### config.mk
export PLATFORM = sky130hd
export DESIGN_NAME = id_ex_stage_flat
export DESIGN_NICKNAME = d
export VERILOG_FILES = /design/src/rtl/cpu_pkg.sv /design/src/rtl/id_ex_stage_if.sv /design/src/rtl/id_ex_stage_hazard_detect.sv /design/src/rtl/id_ex_stage.sv /design/src/flat_wrapper.sv
export SDC_FILE = /design/constraint.sdc
export NUM_CORES = 1
export LEC_CHECK = 0
export CAP_MARGIN = 15
export CORE_ASPECT_RATIO = 1.1
export CORE_UTILIZATION = 35
export CTS_CLUSTER_SIZE = 10
export DETAILED_ROUTE_END_ITERATION = 10
export PLACE_DENSITY = 0.7
export RECOVER_POWER = 25
export SETUP_SLACK_MARGIN = 0.1
export SYNTH_ARGS = -nofsm -noshare
export SYNTH_HDL_FRONTEND = slang
export SYNTH_SLANG_ARGS = --single-unit
### constraint.sdc
create_clock -name clk -period 5.4 [get_ports clk]
set_clock_uncertainty 0.2 [all_clocks]
set_input_delay 0.54 -clock clk [delete_from_list [all_inputs] [get_ports clk]]
set_output_delay 0.54 -clock clk [all_outputs]
set_load 0.01 [all_outputs]
### src/rtl/cpu_pkg.sv
// rtl/cpu_pkg.sv - shared CPU opcodes, DataSrc encodings, widths and control bundle
package cpu_pkg;

  localparam int DATA_W = 16;
  localparam int RID_W  = 4;

  localparam logic [3:0] OP_LW  = 4'b1000;
  localparam logic [3:0] OP_SW  = 4'b1001;
  localparam logic [3:0] OP_HLT = 4'b1111;

  typedef enum logic [1:0] {
    DS_MEM = 2'b00,
    DS_PC  = 2'b01,
    DS_IMM = 2'b10,
    DS_ALU = 2'b11
  } datasrc_e;

  typedef struct packed {
    logic     regwrite;
    logic     memop;
    logic     memwrite;
    logic     alusrc;
    datasrc_e datasrc;
    logic     hlt;
  } ctrl_t;

  function automatic logic is_load(input logic memop, input logic memwrite);
    return memop & ~memwrite;
  endfunction

  // A bubble only needs the side-effecting bits cleared; mux selects may stay stale.
  function automatic ctrl_t bubble_ctrl(input ctrl_t c);
    ctrl_t b;
    b          = c;
    b.regwrite = 1'b0;
    b.memop    = 1'b0;
    b.memwrite = 1'b0;
    b.hlt      = 1'b0;
    return b;
  endfunction

endpackage

### src/rtl/id_ex_stage_if.sv
// rtl/id_ex_stage_if.sv - ID-side decoded fields in, EX-side registered fields out
interface id_ex_stage_if #(
  parameter int DATA_W = 16,
  parameter int RID_W  = 4
);
  logic              id_RegWrite;
  logic              id_MemOp;
  logic              id_MemWrite;
  logic              id_ALUSrc;
  logic [1:0]        id_DataSrc;
  logic              id_hlt;
  logic [3:0]        id_opcode;
  logic [RID_W-1:0]  id_rs;
  logic [RID_W-1:0]  id_rt;
  logic [RID_W-1:0]  id_rd;
  logic              id_rs_used;
  logic              id_rt_used;
  logic [DATA_W-1:0] id_rd1;
  logic [DATA_W-1:0] id_rd2;
  logic [DATA_W-1:0] id_imm;
  logic [DATA_W-1:0] id_pc;

  logic              ex_RegWrite;
  logic              ex_MemOp;
  logic              ex_MemWrite;
  logic              ex_ALUSrc;
  logic [1:0]        ex_DataSrc;
  logic              ex_hlt;
  logic [3:0]        ex_opcode;
  logic [RID_W-1:0]  ex_rs;
  logic [RID_W-1:0]  ex_rt;
  logic [RID_W-1:0]  ex_rd;
  logic [DATA_W-1:0] ex_rd1;
  logic [DATA_W-1:0] ex_rd2;
  logic [DATA_W-1:0] ex_imm;
  logic [DATA_W-1:0] ex_pc;
  logic              ex_valid;

  modport master (
    output id_RegWrite, id_MemOp, id_MemWrite, id_ALUSrc, id_DataSrc, id_hlt,
           id_opcode, id_rs, id_rt, id_rd, id_rs_used, id_rt_used,
           id_rd1, id_rd2, id_imm, id_pc,
    input  ex_RegWrite, ex_MemOp, ex_MemWrite, ex_ALUSrc, ex_DataSrc, ex_hlt,
           ex_opcode, ex_rs, ex_rt, ex_rd, ex_rd1, ex_rd2, ex_imm, ex_pc, ex_valid
  );

  modport slave (
    input  id_RegWrite, id_MemOp, id_MemWrite, id_ALUSrc, id_DataSrc, id_hlt,
           id_opcode, id_rs, id_rt, id_rd, id_rs_used, id_rt_used,
           id_rd1, id_rd2, id_imm, id_pc,
    output ex_RegWrite, ex_MemOp, ex_MemWrite, ex_ALUSrc, ex_DataSrc, ex_hlt,
           ex_opcode, ex_rs, ex_rt, ex_rd, ex_rd1, ex_rd2, ex_imm, ex_pc, ex_valid
  );

endinterface

### src/rtl/id_ex_stage_hazard_detect.sv
// rtl/id_ex_stage_hazard_detect.sv - combinational load-use compare between EX and ID
module hazard_detect #(
  parameter int RID_W = 4
) (
  input  logic             ex_valid,
  input  logic             ex_memop,
  input  logic             ex_memwrite,
  input  logic [RID_W-1:0] ex_rd,
  input  logic [RID_W-1:0] id_rs,
  input  logic [RID_W-1:0] id_rt,
  input  logic             id_rs_used,
  input  logic             id_rt_used,
  output logic             hazard
);
  import cpu_pkg::*;

  logic load_in_ex;
  logic rs_match;
  logic rt_match;

  // Register 0 is hardwired zero, so a load targeting it never produces a dependency.
  assign load_in_ex = ex_valid & is_load(ex_memop, ex_memwrite) & (ex_rd != '0);
  assign rs_match   = id_rs_used & (id_rs == ex_rd);
  assign rt_match   = id_rt_used & (id_rt == ex_rd);
  assign hazard     = load_in_ex & (rs_match | rt_match);

endmodule

### src/rtl/id_ex_stage.sv
// rtl/id_ex_stage.sv - ID/EX pipeline register with load-use bubble, halt latch and bubble counter
module id_ex_stage #(
  parameter int DATA_W = 16,
  parameter int RID_W  = 4,
  parameter int CNT_W  = 16
) (
  input  logic             clk,
  input  logic             rst_n,
  input  logic             stall_in,
  input  logic             flush_in,
  id_ex_stage_if.slave     bus,
  output logic             hazard_stall,
  output logic             halted,
  output logic [CNT_W-1:0] lu_count
);
  import cpu_pkg::*;

  logic              ex_valid_q;
  logic              halted_q;
  ctrl_t             ctrl_q;
  ctrl_t             id_ctrl;
  logic [3:0]        op_q;
  logic [RID_W-1:0]  rs_q;
  logic [RID_W-1:0]  rt_q;
  logic [RID_W-1:0]  rd_q;
  logic [DATA_W-1:0] rd1_q;
  logic [DATA_W-1:0] rd2_q;
  logic [DATA_W-1:0] imm_q;
  logic [DATA_W-1:0] pc_q;
  logic [CNT_W-1:0]  lu_q;

  logic hazard;
  logic halt_now;
  logic take_bubble;
  logic lu_inc;

  hazard_detect #(.RID_W(RID_W)) u_hazard_detect (
    .ex_valid    (ex_valid_q),
    .ex_memop    (ctrl_q.memop),
    .ex_memwrite (ctrl_q.memwrite),
    .ex_rd       (rd_q),
    .id_rs       (bus.id_rs),
    .id_rt       (bus.id_rt),
    .id_rs_used  (bus.id_rs_used),
    .id_rt_used  (bus.id_rt_used),
    .hazard      (hazard)
  );

  assign id_ctrl.regwrite = bus.id_RegWrite;
  assign id_ctrl.memop    = bus.id_MemOp;
  assign id_ctrl.memwrite = bus.id_MemWrite;
  assign id_ctrl.alusrc   = bus.id_ALUSrc;
  assign id_ctrl.datasrc  = datasrc_e'(bus.id_DataSrc);
  assign id_ctrl.hlt      = bus.id_hlt;

  // The instruction behind a valid HLT is already younger, so it is squashed
  // on the same edge that sets the sticky flag.
  assign halt_now     = halted_q | (ex_valid_q & ctrl_q.hlt);
  assign take_bubble  = halt_now | hazard | flush_in;
  assign lu_inc       = ~halt_now & hazard & (lu_q != {CNT_W{1'b1}});
  assign hazard_stall = hazard & ~halted_q & ~stall_in;

  always_ff @(posedge clk or negedge rst_n) begin
    if (!rst_n) begin
      ex_valid_q <= 1'b0;
      halted_q   <= 1'b0;
      ctrl_q     <= '0;
      op_q       <= '0;
      rs_q       <= '0;
      rt_q       <= '0;
      rd_q       <= '0;
      rd1_q      <= '0;
      rd2_q      <= '0;
      imm_q      <= '0;
      pc_q       <= '0;
      lu_q       <= '0;
    end else if (!stall_in) begin
      halted_q <= halt_now;
      if (take_bubble) begin
        ex_valid_q <= 1'b0;
        ctrl_q     <= bubble_ctrl(ctrl_q);
      end else begin
        ex_valid_q <= 1'b1;
        ctrl_q     <= id_ctrl;
        op_q       <= bus.id_opcode;
        rs_q       <= bus.id_rs;
        rt_q       <= bus.id_rt;
        rd_q       <= bus.id_rd;
        rd1_q      <= bus.id_rd1;
        rd2_q      <= bus.id_rd2;
        imm_q      <= bus.id_imm;
        pc_q       <= bus.id_pc;
      end
      if (lu_inc) begin
        lu_q <= lu_q + 1'b1;
      end
    end
  end

  assign bus.ex_valid    = ex_valid_q;
  assign bus.ex_RegWrite = ctrl_q.regwrite;
  assign bus.ex_MemOp    = ctrl_q.memop;
  assign bus.ex_MemWrite = ctrl_q.memwrite;
  assign bus.ex_ALUSrc   = ctrl_q.alusrc;
  assign bus.ex_DataSrc  = ctrl_q.datasrc;
  assign bus.ex_hlt      = ctrl_q.hlt;
  assign bus.ex_opcode   = op_q;
  assign bus.ex_rs       = rs_q;
  assign bus.ex_rt       = rt_q;
  assign bus.ex_rd       = rd_q;
  assign bus.ex_rd1      = rd1_q;
  assign bus.ex_rd2      = rd2_q;
  assign bus.ex_imm      = imm_q;
  assign bus.ex_pc       = pc_q;

  assign halted   = halted_q;
  assign lu_count = lu_q;

endmodule

### src/flat_wrapper.sv
// flat-port wrapper written by rule: the top's interface ports become plain ports
module id_ex_stage_flat import cpu_pkg::*;
#(
  parameter int DATA_W = 16,
  parameter int RID_W  = 4,
  parameter int CNT_W  = 16
)
  (clk, rst_n, stall_in, flush_in, hazard_stall, halted, lu_count, bus_id_RegWrite, bus_id_MemOp, bus_id_MemWrite, bus_id_ALUSrc, bus_id_DataSrc, bus_id_hlt, bus_id_opcode, bus_id_rs, bus_id_rt, bus_id_rd, bus_id_rs_used, bus_id_rt_used, bus_id_rd1, bus_id_rd2, bus_id_imm, bus_id_pc, bus_ex_RegWrite, bus_ex_MemOp, bus_ex_MemWrite, bus_ex_ALUSrc, bus_ex_DataSrc, bus_ex_hlt, bus_ex_opcode, bus_ex_rs, bus_ex_rt, bus_ex_rd, bus_ex_rd1, bus_ex_rd2, bus_ex_imm, bus_ex_pc, bus_ex_valid);
  id_ex_stage_if #(.DATA_W(DATA_W), .RID_W(RID_W)) bus_i ();
  input  logic clk;
  input  logic rst_n;
  input  logic stall_in;
  input  logic flush_in;
  output logic hazard_stall;
  output logic halted;
  output logic [CNT_W-1:0] lu_count;
  input wire logic [$bits(bus_i.id_RegWrite)-1:0] bus_id_RegWrite;
  input wire logic [$bits(bus_i.id_MemOp)-1:0] bus_id_MemOp;
  input wire logic [$bits(bus_i.id_MemWrite)-1:0] bus_id_MemWrite;
  input wire logic [$bits(bus_i.id_ALUSrc)-1:0] bus_id_ALUSrc;
  input wire logic [$bits(bus_i.id_DataSrc)-1:0] bus_id_DataSrc;
  input wire logic [$bits(bus_i.id_hlt)-1:0] bus_id_hlt;
  input wire logic [$bits(bus_i.id_opcode)-1:0] bus_id_opcode;
  input wire logic [$bits(bus_i.id_rs)-1:0] bus_id_rs;
  input wire logic [$bits(bus_i.id_rt)-1:0] bus_id_rt;
  input wire logic [$bits(bus_i.id_rd)-1:0] bus_id_rd;
  input wire logic [$bits(bus_i.id_rs_used)-1:0] bus_id_rs_used;
  input wire logic [$bits(bus_i.id_rt_used)-1:0] bus_id_rt_used;
  input wire logic [$bits(bus_i.id_rd1)-1:0] bus_id_rd1;
  input wire logic [$bits(bus_i.id_rd2)-1:0] bus_id_rd2;
  input wire logic [$bits(bus_i.id_imm)-1:0] bus_id_imm;
  input wire logic [$bits(bus_i.id_pc)-1:0] bus_id_pc;
  output wire logic [$bits(bus_i.ex_RegWrite)-1:0] bus_ex_RegWrite;
  output wire logic [$bits(bus_i.ex_MemOp)-1:0] bus_ex_MemOp;
  output wire logic [$bits(bus_i.ex_MemWrite)-1:0] bus_ex_MemWrite;
  output wire logic [$bits(bus_i.ex_ALUSrc)-1:0] bus_ex_ALUSrc;
  output wire logic [$bits(bus_i.ex_DataSrc)-1:0] bus_ex_DataSrc;
  output wire logic [$bits(bus_i.ex_hlt)-1:0] bus_ex_hlt;
  output wire logic [$bits(bus_i.ex_opcode)-1:0] bus_ex_opcode;
  output wire logic [$bits(bus_i.ex_rs)-1:0] bus_ex_rs;
  output wire logic [$bits(bus_i.ex_rt)-1:0] bus_ex_rt;
  output wire logic [$bits(bus_i.ex_rd)-1:0] bus_ex_rd;
  output wire logic [$bits(bus_i.ex_rd1)-1:0] bus_ex_rd1;
  output wire logic [$bits(bus_i.ex_rd2)-1:0] bus_ex_rd2;
  output wire logic [$bits(bus_i.ex_imm)-1:0] bus_ex_imm;
  output wire logic [$bits(bus_i.ex_pc)-1:0] bus_ex_pc;
  output wire logic [$bits(bus_i.ex_valid)-1:0] bus_ex_valid;
  assign bus_i.id_RegWrite = bus_id_RegWrite;
  assign bus_i.id_MemOp = bus_id_MemOp;
  assign bus_i.id_MemWrite = bus_id_MemWrite;
  assign bus_i.id_ALUSrc = bus_id_ALUSrc;
  assign bus_i.id_DataSrc = bus_id_DataSrc;
  assign bus_i.id_hlt = bus_id_hlt;
  assign bus_i.id_opcode = bus_id_opcode;
  assign bus_i.id_rs = bus_id_rs;
  assign bus_i.id_rt = bus_id_rt;
  assign bus_i.id_rd = bus_id_rd;
  assign bus_i.id_rs_used = bus_id_rs_used;
  assign bus_i.id_rt_used = bus_id_rt_used;
  assign bus_i.id_rd1 = bus_id_rd1;
  assign bus_i.id_rd2 = bus_id_rd2;
  assign bus_i.id_imm = bus_id_imm;
  assign bus_i.id_pc = bus_id_pc;
  assign bus_ex_RegWrite = bus_i.ex_RegWrite;
  assign bus_ex_MemOp = bus_i.ex_MemOp;
  assign bus_ex_MemWrite = bus_i.ex_MemWrite;
  assign bus_ex_ALUSrc = bus_i.ex_ALUSrc;
  assign bus_ex_DataSrc = bus_i.ex_DataSrc;
  assign bus_ex_hlt = bus_i.ex_hlt;
  assign bus_ex_opcode = bus_i.ex_opcode;
  assign bus_ex_rs = bus_i.ex_rs;
  assign bus_ex_rt = bus_i.ex_rt;
  assign bus_ex_rd = bus_i.ex_rd;
  assign bus_ex_rd1 = bus_i.ex_rd1;
  assign bus_ex_rd2 = bus_i.ex_rd2;
  assign bus_ex_imm = bus_i.ex_imm;
  assign bus_ex_pc = bus_i.ex_pc;
  assign bus_ex_valid = bus_i.ex_valid;
  id_ex_stage #(.DATA_W(DATA_W), .RID_W(RID_W), .CNT_W(CNT_W)) u_core (.clk(clk), .rst_n(rst_n), .stall_in(stall_in), .flush_in(flush_in), .bus(bus_i), .hazard_stall(hazard_stall), .halted(halted), .lu_count(lu_count));
endmodule
# After elaboration in Yosys (flattened, before gate mapping)
# Cells that the tools add are included.
dict set report op_classes {
  n_eq_ne 3
  addsub 1
  muxes 2
  n_bitwise 20
  n_reduce_logical 3
}
# op count
set op_table {}
lappend op_table {{16-bit by 1-bit adder with 16-bit output (second input constant)} 1}
lappend op_table {{16-bit != test (second input constant)} 1}
lappend op_table {{1-bit AND} 11}
lappend op_table {{4-bit equality test} 2}
lappend op_table {{7-bit two-way mux} 1}
lappend op_table {{1-bit NOT} 5}
lappend op_table {{1-bit bitwise OR} 4}
lappend op_table {{2-bit AND reduction} 2}
lappend op_table {{4-bit nonzero test} 1}
lappend op_table {{1-bit two-way mux} 1}
dict set report totals {
  output_inout_bits 106
  regBits 105
}

# Longest topological paths before layout
# Gate-level depths: netlist of run 1.
dict set report logic_depth {
  word_depth 9
  ltp_mapped 8
  mapped_depth_nobuf 7
}

# Modules after synthesis
# A second synthesis of run 1 with hierarchy kept.
dict set report hier_totals {
  hier_cells 456
  hier_area_um2 4254.1
}
# mod seq_area_each_um2 cells_each area_per_inst_um2 n_inst
set modules_own_cells {}
lappend modules_own_cells {id_ex_stage 2627.5 440 4142.7 1}
lappend modules_own_cells {hazard_detect 0.0 16 111.4 1}

# Worst setup path before layout of run 1
# No wires, ideal clock.
dict set report synth_path {
  path_type {reg2reg}
  from {register u_core.rd_q[0] (netlist: u_core.bus.ex_rd[0])}
  to {register u_core.imm_q[0] (netlist: u_core.bus.ex_imm[0])}
  t_arrival_ps 2064
  stages_incl_launch_ff 8
  required_ps 5072
  path_slack_ps 3009
  setup_time_ps 128
  path_cell_list {dfrtp_1 -> nor4_1 -> nor3_1 -> and4_1 -> nor4_4 -> buf_4 -> buf_4 -> mux2_1}
}
dict set report synth_via {
  elab_chain_len 8
  elab_cells_between_ends 12
}
# element line
set synth_rtl {}
lappend synth_rtl {{from (decl)} id_ex_stage.sv:25} ;# logic [RID_W-1:0] rd_q;
lappend synth_rtl {{from (signal assigned)} id_ex_stage.sv:88} ;# rd_q <= bus.id_rd;
lappend synth_rtl {{4-bit equality test, on equally long branches} {id_ex_stage_hazard_detect.sv:23, id_ex_stage_hazard_detect.sv:24}}
lappend synth_rtl {{1-bit AND, on equally long branches} {id_ex_stage_hazard_detect.sv:23, id_ex_stage_hazard_detect.sv:24}}
lappend synth_rtl {{1-bit bitwise OR} id_ex_stage_hazard_detect.sv:25} ;# assign hazard = load_in_ex & (rs_match | rt_match);
lappend synth_rtl {{1-bit AND (*)} id_ex_stage_hazard_detect.sv:25}
lappend synth_rtl {{1-bit bitwise OR (*) (2 in series)} id_ex_stage.sv:59} ;# assign take_bubble = halt_now | hazard | flush_in;
lappend synth_rtl {{1-bit NOT (no line) (*)} -}
lappend synth_rtl {{2-bit AND reduction (no line) (*)} -}
lappend synth_rtl {{to (signal assigned)} id_ex_stage.sv:91} ;# imm_q <= bus.id_imm;
lappend synth_rtl {{to (decl)} id_ex_stage.sv:28} ;# logic [DATA_W-1:0] imm_q;
# Mark *: on every way between the ends. The rest lies on a longest branch, timed or not.
# A chain may end at the register's enable or synchronous reset.

# Worst setup path after layout of run 1
dict set report layout_path {
  from {input port bus_id_rs[0]}
  to {output port hazard_stall}
}
dict set report layout_via {
  elab_chain_len 6
}
# element line
set layout_rtl {}
lappend layout_rtl {{from (decl)} flat_wrapper.sv:24} ;# input wire logic [$bits(bus_i.id_rs)-1:0] bus_id_rs;
lappend layout_rtl {{4-bit equality test} id_ex_stage_hazard_detect.sv:23} ;# assign rs_match = id_rs_used & (id_rs == ex_rd);
lappend layout_rtl {{1-bit AND} id_ex_stage_hazard_detect.sv:23}
lappend layout_rtl {{1-bit bitwise OR} id_ex_stage_hazard_detect.sv:25}
lappend layout_rtl {{1-bit AND} id_ex_stage_hazard_detect.sv:25}
lappend layout_rtl {{1-bit AND (2 in series)} id_ex_stage.sv:61} ;# assign hazard_stall = hazard & ~halted_q & ~stall_in;
lappend layout_rtl {{to (decl)} flat_wrapper.sv:14} ;# output logic hazard_stall;
# No other way between the ends.

==> results of run 1 <==
==> layout make-up <==
| cell class | count | area share [%] |
|---|---|---|
| Clock buffer | 9 | 3.41 |
| Clock inverter | 7 | 1.55 |
| Multi-Input combinational cell | 159 | 22.2 |
| Sequential cell | 105 | 39.8 |
| Tap cell | 150 | 2.84 |
| Timing Repair Buffer | 201 | 30.3 |
==> cells in the final DEF (no fill, tap or decap), types with 2 or more instances in the layout <==
cell type and n:
buf_4 3, dfrtp_1 105, xor2_1 8, nor4_1 2
mux2_2 69, nand4_1 5, nand3_1 7, inv_6 2
mux2_1 15, and3_1 2, nor2_1 6, clkdlybuf4s50_1 196
nor3_1 5, clkbuf_16 9, a22o_1 4, bufinv_16 2
or3_1 2, and4_1 2, clkinv_4 2, nand2_1 10
xnor2_1 15
==> logic make-up (layout without fill, tap and decap cells) <==
family / count (synthesis) / count (layout)
AO/OA/AOI/OAI: 8 / 8
XOR/XNOR: 23 / 23
adder cells (fa/ha/maj): 1 / 1
buffers and inverters: 11 / 217
flip-flops: 105 / 105
multiplexers: 84 / 84
AND/OR/NAND/NOR: 43 / 43
==> worst paths after layout <==
path                                            from                   end  depth (start not counted)
worst min register to register  u_core.bus.ex_imm[2]  u_core.bus.ex_imm[2]                          1
worst min-delay path            u_core.bus.ex_imm[2]  u_core.bus.ex_imm[2]                          1
worst max-delay path                    bus_id_rs[0]          hazard_stall                          7
max in group asynchronous                      rst_n  u_core.bus.ex_pc[10]                          2
worst max register to register   u_core.bus.ex_rd[0]  u_core.bus.ex_rd1[6]                          6
min in group asynchronous                      rst_n  u_core.bus.ex_rd2[2]                          1
==> sequential cells by signal (all words and copies together), names as in the netlist <==
signal,count
u_core.bus.ex_rd2,16
u_core.bus.ex_RegWrite,1
u_core.bus.ex_pc,16
u_core.bus.ex_MemWrite,1
u_core.bus.ex_hlt,1
u_core.bus.ex_rs,4
u_core.bus.ex_DataSrc,2
u_core.bus.ex_opcode,4
u_core.bus.ex_rt,4
u_core.lu_count,16
u_core.bus.ex_imm,16
u_core.halted,1
u_core.bus.ex_ALUSrc,1
u_core.bus.ex_rd1,16
u_core.bus.ex_valid,1
u_core.bus.ex_MemOp,1
u_core.bus.ex_rd,4
==> worst max-delay path, stage by stage <==
cell             delay (ns)
clkdlybuf4s50_1        0.44
xor2_1                 0.16
nor3_1                 0.21
and4_1                 0.32
nor2_1                 0.12
nor3_1                 0.14
clkdlybuf4s50_1        0.58
==> per-layer routing <==
layer	wire (um)	GRT usage [%]
met1	4120	20.4
met2	5070	27.6
met3	580	4.24
met4	121	6.39
met5	0	0
==> report_power, final <==
part / leakage, nW / switching (mW) / internal [mW]
Clock: 0.157 / 0.299 / 0.411
Sequential: 1.27 / 0.127 / 1.01
Combinational: 1.25 / 0.315 / 0.602
Total: 2.68 / 0.741 / 2.02
==> through the flow <==
step,worst slack [ns],utilization (%)
2_1_floorplan,3.01,-
3_3_place_gp,2.15,54.7
3_5_place_dp,2.13,54.7
4_1_cts,2.14,57.5
5_1_grt,1.81,57.5
6_report,2.16,57.5
==> flow_summary_export.csv, run 1 <==
group,metric,value,unit
route,vias,2961,
power,power_leakage,2.68,nW
place,place_hpwl,7370,um
finish,finalNetCount,570,
synthesis,synth-edff-count,0,
synthesis,synthAdderAreaFrac,0.301,%
synthesis,synth.distinct_cells,25,
synthesis,synth_top_area_share,63.3,%
finish,antenna-diode-count,0,
clocking,htree_levels,3,
power,ir_drop,0.210,mV
outcome,status,"finished with violations",
synthesis,syn_avg_cell_area,15.1,um^2
grt,grt_max_degree,63,
finish,regArea,0.00263,mm^2
clocking,tritoncts,"done",
critical_path,crit_fanout,3,
critical_path,startpoint_type,"input port",
sta,period_minus_slack,3.24,ns
floorplanning,initial_core_util,36.1,%
floorplanning,row_count,41,
clocking,path_clk_slew,0.07,ns
floorplanning,io_pins,199,
flow_run,drv_cap,1,
route,ant_nets,0,
sta,setup_viol,0,
critical_path,worstSetupEndpointType,"output pin",
synthesis,yosys.cell_count.top_type,"dfrtp_1",
sta,rsz0062_at_grt,"no",
finish,fill_cells,970,
route,totalWireLength,9890,um
grt,grt_pass1_vias,3070,
finish,fin_area,0.00661,mm^2
clocking,ctsResizeCount,0,
synthesis,syn-num-nets,369,
sta,worst_slew_pin_slew,2.46,ns
synthesis,synthesis.area,0.00415,mm^2
synthesis,synth-compound-area-share,1.66,%
sta,timing.hold.ws,0.285,ns
finish,final_cells,631,
critical_path,criticalPathCategory,"input port to output pin",
synthesis,ys_warn_count,0,
finish,drive_above_1_share,18.9,%
sta,fmax,0.308,GHz
synthesis,netlist_instances,275,
route,wl_per_cell,15.7,um
route,first_iter_violations,67,
clocking,cts_hold_buffers,0,
synthesis,ys_seq_area_share,63.3,%
clocking,cts_sinks,105,
clocking,clk_path_buf_depth,2,
power,power_density,418,mW/mm^2
route,viasPerCell,4.69,
clocking,cts-root-buf,"clkbuf_16",
sta,fin_crit_sh,60.1,%
grt,grt_usage,16.4,%
synthesis,synthTopCellsByArea,"dfrtp_1 (63%), mux2_2 (19%), mux2_1 (4.1%), xnor2_1 (3.2%), xor2_1 (1.7%)",
sta,fin_tns_setup,0,ns
finish,area_growth_syn_to_layout,59.1,%
clocking,insertion_delay,0.33,ns
grt,antenna_found_initial,0,
route,drc_errors,0,
synthesis,yosys.area.top_type,"dfrtp_1",
grt,grt.overflow.total,0,
floorplanning,fp.dieW,106,um
synthesis,synth_ff_type,"dfrtp_1",
synthesis,async_flop_share,100,%
synthesis,synth_top_family_by_area,"multiplexers",
grt,grt_pass1_wl,15500,um
floorplanning,die_h,116,um
critical_path,ff2ff_setup_slack,2.56,ns
synthesis,muxShareOfSynthArea,22.8,%
critical_path,critPathRequiredTime,4.66,ns
outcome,violations,"capacitance limit, slew limit",
floorplanning,die_area,0.0123,mm^2
place,port_buffers,198,
sta,slew_viol_final,48,
place,placed_area,0.00628,mm^2
power,finalPower,2.76,mW
worst_hold_path,min_path_type,"flip-flop to flip-flop",
floorplanning,core_area,0.0115,mm^2
sta,hold_viol_final,0,
clocking,post_cts_buffers,0,
synthesis,synth_common_cells,"dfrtp_1 (105), mux2_2 (69), mux2_1 (15), xnor2_1 (15), nand2_1 (10)",
place,dp_cells,615,
synthesis,synthSimpleGateAreaFrac,5.67,%
synthesis,synth-xor-area-share,4.85,%
synthesis,ys_seq_elements,105,
sta,relSlewSlack,-64.2,%
place,globalplace.congestion,0.751,
clocking,cts-buffers-inserted,9,
critical_path,worstPathArrival,2.50,ns
finish,multi_input_area,0.00146,mm^2
route,drtPass1Iterations,4,
Power figures use the tool's default switching activity.
==> run 2: changes to the inputs <==
==> constraint.sdc (replaced) <==
create_clock -name clk -period 3.1 [get_ports clk]
set_clock_uncertainty 0.2 [all_clocks]
set_input_delay 0.31 -clock clk [delete_from_list [all_inputs] [get_ports clk]]
set_output_delay 0.31 -clock clk [all_outputs]
set_load 0.01 [all_outputs]
==> run 2 against run 1 <==
  * The flow still finishes with violations (capacitance limit, slew limit)
  * Via count decreased by 0.41%
  * Setup slack got worse by 1.7 ns
  * Combinational power up 76%
  * Cell count decreased by 0.16%
  * Largest power group unchanged
  * Highest routed layer unchanged
==> flow_summary_export.csv, run 2 (same netlist as run 1, synthesis figures left out) <==
group,metric,value,unit
power,power_leakage,2.69,nW
clocking,cts-buffers-inserted,9,
finish,mostFrequentLayoutCells,"clkdlybuf4s50_1 (195), dfrtp_1 (105), mux2_2 (69)",
floorplanning,initial_core_util,36.1,%
critical_path,slowest_delay,0.46,ns
critical_path,startpoint_type,"flip-flop",
worst_hold_path,worst_hold_startpoint,"u_core.bus.ex_imm[2]",
grt,antenna_found_initial,0,
finish,area_growth_syn_to_layout,59.0,%
floorplanning,io_pins,199,
route,drtPass1Iterations,4,
critical_path,crit_slowest_cell,"dfrtp_1",
sta,fin_tns_setup,0,ns
finish,antenna-diode-count,0,
floorplanning,die_area,0.0123,mm^2
route,first_iter_violations,72,
sta,fmax,0.379,GHz
route,viasPerCell,4.68,
sta,fin_crit_sh,85.1,%
power,finalPower,4.70,mW
place,globalplace.congestion,0.757,
finish,final_common_cell,"clkdlybuf4s50_1",
grt,grt_pass1_vias,3060,
power,ir_drop,0.381,mV
clocking,tritoncts,"done",
grt,grt.overflow.total,0,
flow_run,drv_cap,1,
critical_path,crit_chain,"nor4_1 -> nor3_1 -> and4_2 -> nor4_4 -> buf_12 -> mux2_2",
outcome,violations,"capacitance limit, slew limit",
clocking,insertion_delay,0.34,ns
floorplanning,fp.dieW,106,um
clocking,htree_levels,3,
clocking,cts-root-buf,"clkbuf_16",
sta,slew_viol_final,69,
place,port_buffers,198,
grt,grt_pass1_wl,15800,um
sta,hold_viol_final,0,
finish,drive_above_1_share,18.8,%
worst_hold_path,min_path_cells,1,
route,wl_per_cell,16.0,um
critical_path,worstSetupEndpointType,"flip-flop",
sta,worst_slew_pin_slew,1.73,ns
floorplanning,row_count,41,
critical_path,r2r-end,"u_core.bus.ex_rd1[11]",
critical_path,reg2reg_depth,6,
floorplanning,die_h,116,um
clocking,clk_path_buf_depth,2,
route,vias,2949,
finish,finalNetCount,571,
grt,grt_usage,16.9,%
route,ant_nets,0,
critical_path,worstPathArrival,2.66,ns
worst_hold_path,min_path_type,"flip-flop to flip-flop",
finish,multi_input_area,0.00147,mm^2
worst_hold_path,min_to,"u_core.bus.ex_imm[2]",
sta,setup_viol,0,
place,place_hpwl,7530,um
power,power_density,711,mW/mm^2
critical_path,r2r_start,"u_core.bus.ex_rd[0]",
outcome,status,"finished with violations",
grt,grt_max_degree,70,
clocking,cts_sinks,105,
finish,regArea,0.00263,mm^2
sta,rsz0062_at_grt,"no",
route,drc_errors,0,
critical_path,criticalPathCategory,"flip-flop to flip-flop",
clocking,path_clk_slew,0.07,ns
floorplanning,core_area,0.0115,mm^2
finish,fill_cells,989,
critical_path,ff2ff_setup_slack,0.46,ns
sta,relSlewSlack,-15.5,%
critical_path,crit_fanout,62,
route,totalWireLength,10100,um
critical_path,critPathRequiredTime,3.13,ns
sta,period_minus_slack,2.64,ns
## run 2: changes by cell type in the layout (fill, tap and decap cells not counted), sizes merged
cell and change:
dlymetal6s2s +1, clkinv -1, inv -2, clkdlybuf4s50 -1, clkbuf +2, dlygate4sd3 +1
bufinv -1
## run 2: area by class of cell
class | count | area share, %
sequential | 105 | 39.8
clock inverter | 3 | 0.644
timing repair buffer | 202 | 30.9
multi-input combinational | 159 | 22.2
clock buffer | 11 | 3.68
tap | 150 | 2.84
## run 2: worst max path at each step
stage	cells after the start	startpoint	slack [ns]	endpoint
after floorplan	7	u_core.bus.ex_rd[0]	0.71	u_core.bus.ex_imm[0]
after global placement	7	bus_id_rs[0]	0.31	hazard_stall
after detailed placement	7	bus_id_rs[0]	0.29	hazard_stall
after CTS	6	u_core.bus.ex_rd[0]	0.19	hazard_stall
after global routing	6	u_core.bus.ex_rd[0]	0.32	u_core.bus.ex_pc[3]
final	6	u_core.bus.ex_rd[0]	0.46	u_core.bus.ex_rd1[11]
## run 2: timing repair
item,CTS,global route
setup buffers,0,0
setup endpoints to repair,0,1
hold buffers,1,0
gates resized for setup,0,2
hold endpoints to repair,68,0
## run 2: power by group
part	leakage [nW]	internal (mW)	switching, mW
registers	1.27	1.76	0.222
clock network	0.137	0.638	0.473
logic	1.28	1.05	0.551
## run 2: critical path: cells and delay by family (launching register included)
kind,cells,cell delay (ns)
AND/OR/NAND/NOR,4,1.07
flip-flops,1,0.46
multiplexers,1,0.39
buffers and inverters,1,0.33
## run 2: stage by stage
step	worst slack, ns	hold slack, ns	std cells	area [um^2]	utilization (%)
after floorplan	0.709	-0.186	275	4150	-
after global placement	0.312	0.267	615	6310	54.9
after detailed placement	0.287	0.277	615	6310	54.9
after CTS	0.186	0.292	630	6600	57.4
after global routing	0.317	0.303	630	6600	57.5
final	0.463	0.286	630	6600	57.5
## run 2: routing by layer
metal  track usage (%)  share of wire, %
met1              19.7                39
met2              29.0                52
met3              4.69               6.8
met4              8.24               1.7
met5                 0                 0
==> run 3: changes to the inputs <==
--- a/config.mk
+++ b/config.mk
@@ -15,4 +15,5 @@
 export SETUP_SLACK_MARGIN = 0.1
 export SYNTH_ARGS = -nofsm -noshare
 export SYNTH_HDL_FRONTEND = slang
+export SYNTH_HIERARCHICAL = 1
 export SYNTH_SLANG_ARGS = --single-unit
==> run 3 against run 2 <==
  * The flow now finishes without violations
  * Non-clock buffer count rose by 3
  * First-iteration DRC count rose to 3.0 times the previous value
  * Synthesized cell count rose by 66%
  * Largest power group unchanged
  * Highest routed layer unchanged
  * Sequential power fell by 8%
  * Setup slack got worse by 0.16 ns
  * Synthesized area rose by 2.5%
==> flow_summary_export.csv, run 3 <==
group,metric,value,unit
grt,grt.overflow.total,0,
finish,drive_above_1_share,4.72,%
sta,fin_tns_setup,0,ns
floorplanning,row_count,41,
critical_path,r2r_start,"u_core/bus.ex_rd[0]",
clocking,cts_sinks,105,
place,globalplace.congestion,0.792,
synthesis,netlist_instances,456,
sta,relSlewSlack,30.7,%
finish,mostFrequentLayoutCells,"nand2_1 (258), clkdlybuf4s50_1 (196), dfrtp_1 (105)",
synthesis,synthesis.area,0.00425,mm^2
floorplanning,die_h,118,um
finish,multi_input_area,0.00153,mm^2
synthesis,syn-num-nets,550,
route,vias,3723,
critical_path,worstPathArrival,2.28,ns
finish,fill_cells,1034,
finish,regArea,0.00263,mm^2
grt,grt_pass1_wl,18700,um
synthesis,yosys.area.top_type,"dfrtp_1",
place,place_hpwl,8110,um
flow_run,drv_cap,0,
critical_path,ff2ff_setup_slack,0.47,ns
synthesis,ys_warn_count,6,
critical_path,reg2reg_depth,9,
sta,slew_viol_final,0,
critical_path,criticalPathCategory,"flip-flop to output pin",
power,power_density,624,mW/mm^2
grt,antenna_found_initial,0,
synthesis,synth_top_area_share,61.8,%
synthesis,ys_seq_elements,105,
power,ir_drop,0.272,mV
critical_path,startpoint_type,"flip-flop",
synthesis,synth_common_cells,"nand2_1 (259), dfrtp_1 (105), xor2_1 (20)",
route,ant_nets,0,
route,drc_errors,0,
grt,grt_usage,18.7,%
critical_path,crit_end,"hazard_stall",
sta,period_minus_slack,2.79,ns
sta,hold_viol_final,0,
critical_path,worstSetupEndpointType,"output pin",
worst_hold_path,min_path_type,"flip-flop to flip-flop",
finish,finalNetCount,746,
floorplanning,initial_core_util,36.5,%
power,power_leakage,3.25,nW
clocking,htree_levels,3,
finish,antenna-diode-count,0,
route,viasPerCell,4.61,
clocking,insertion_delay,0.33,ns
floorplanning,io_pins,199,
sta,setup_viol,0,
synthesis,synth-edff-count,0,
critical_path,r2r-end,"u_core/lu_count[9]",
grt,grt_max_degree,70,
critical_path,crit_fanout,5,
sta,worst_slew_pin_slew,1.04,ns
worst_hold_path,worst_hold_startpoint,"u_core/bus.ex_rd2[9]",
sta,rsz0062_at_grt,"no",
sta,fin_crit_sh,90.2,%
sta,fmax,0.358,GHz
clocking,tritoncts,"done",
synthesis,ys_seq_area_share,61.8,%
synthesis,async_flop_share,100,%
route,wl_per_cell,14.0,um
floorplanning,core_area,0.0116,mm^2
clocking,ctsResizeCount,0,
floorplanning,fp.dieW,107,um
synthesis,syn_avg_cell_area,9.33,um^2
clocking,clk_path_buf_depth,2,
place,port_buffers,198,
critical_path,crit_start,"u_core/bus.ex_rd[0]",
critical_path,critPathRequiredTime,2.59,ns
floorplanning,die_area,0.0126,mm^2
synthesis,synth_ff_type,"dfrtp_1",
clocking,cts-buffers-inserted,9,
outcome,status,"completed",
synthesis,synthTopCellsByArea,"dfrtp_1 (62%), nand2_1 (23%), xor2_1 (4.1%), nor4_1 (1.3%), clkbuf_1 (0.97%)",
sta,timing.hold.ws,0.271,ns
clocking,path_clk_slew,0.07,ns
synthesis,synth.distinct_cells,30,
finish,final_common_cell,"nand2_1",
synthesis,yosys.cell_count.top_type,"nand2_1",
clocking,cts-root-buf,"clkbuf_16",
grt,grt_pass1_vias,3737,
route,drtPass1Iterations,4,
route,first_iter_violations,217,
route,totalWireLength,11300,um
finish,area_growth_syn_to_layout,57.6,%
[run 3: changes by cell type after synthesis, sizes merged, moves of 2 or more]
| cell | delta |
|---|---|
| nor3 | +2 |
| nor2 | -3 |
| clkbuf | +9 |
| nand2 | +250 |
| or3 | -2 |
| nor3b | +2 |
| xnor2 | -12 |
| xor2 | +12 |
| and3 | -2 |
| mux2 | -83 |
| nor4 | +7 |
[run 3: critical path: stages, from the launching register on]
cell and delay, ns:
dfrtp_1 0.45, xor2_1 0.18, nor3_1 0.20, nand3_1 0.11, a21oi_1 0.22, nor3b_4 0.23, clkdlybuf4s50_1 0.56
[run 3: worst min-delay path by stage]
| stage | end | slack (ns) | depth (start not counted) |
|---|---|---|---|
| CTS | u_core/bus.ex_rd2[4] | 0.28 | 2 |
| floorplan | u_core/bus.ex_ALUSrc | -0.19 | 0 |
| global placement | u_core/lu_count[12] | 0.13 | 1 |
| global route | u_core/bus.ex_rd[3] | 0.30 | 3 |
| detailed placement | u_core/lu_count[13] | 0.15 | 1 |
| finish | u_core/bus.ex_rd2[9] | 0.27 | 2 |
[run 3: kinds of logic after synthesis]
logic type | after synthesis | share of synthesized area (%)
and+or+nand+nor | 298 | 29.2
AOI/OAI and AO/OA | 7 | 1.32
xor gates and xnor gates | 23 | 4.74
DFF | 105 | 61.8
adders and majority gates | 1 | 0.294
buffers and inverters | 21 | 2.32
muxes | 1 | 0.353
[run 3: routing by layer]
layer / vias to the layer above / share of wire [%] / GRT usage, %
li1: 1820 / - / -
met5: - / 0 / 0
met1: 1754 / 42 / 24.2
met3: 16 / 6.9 / 4.65
met4: 0 / 1.6 / 6.42
met2: 133 / 49 / 30.2
[run 3: layout make-up]
class	count	share of cell area (%)
clock buffer	11	3.62
tap	150	2.80
inverter	1	0.0560
multi-input combinational	330	22.8
sequential	105	39.2
timing repair buffer	205	30.7
clock inverter	5	0.821
[run 3: report_power, final]
part	internal, mW	switching, mW	leakage, nW	total [mW]
Combinational	0.713	0.514	1.79	1.23
Clock	0.646	0.483	0.142	1.13
Sequential	1.65	0.174	1.32	1.83
[run 3: timing repair]
item / in CTS / in global routing
endpoints found under the hold margin: 41 / 0
setup endpoints to repair: 0 / 1
buffers inserted: 0 / 1
hold buffers: 1 / 0
[run 3: stage by stage]
stage / area, um^2 / total power [mW] / setup WS, ns / std cells / utilization, %
CTS: 6710 / 4.25 / 0.201 / 806 / 57.6
global route: 6710 / 4.42 / 0.170 / 807 / 57.6
floorplan: 4250 / 2.26 / 0.769 / 456 / -
detailed placement: 6400 / 3.10 / 0.252 / 789 / 55.0
global placement: 6400 / 3.07 / 0.310 / 789 / 55.0
finish: 6710 / 4.19 / 0.305 / 807 / 57.6
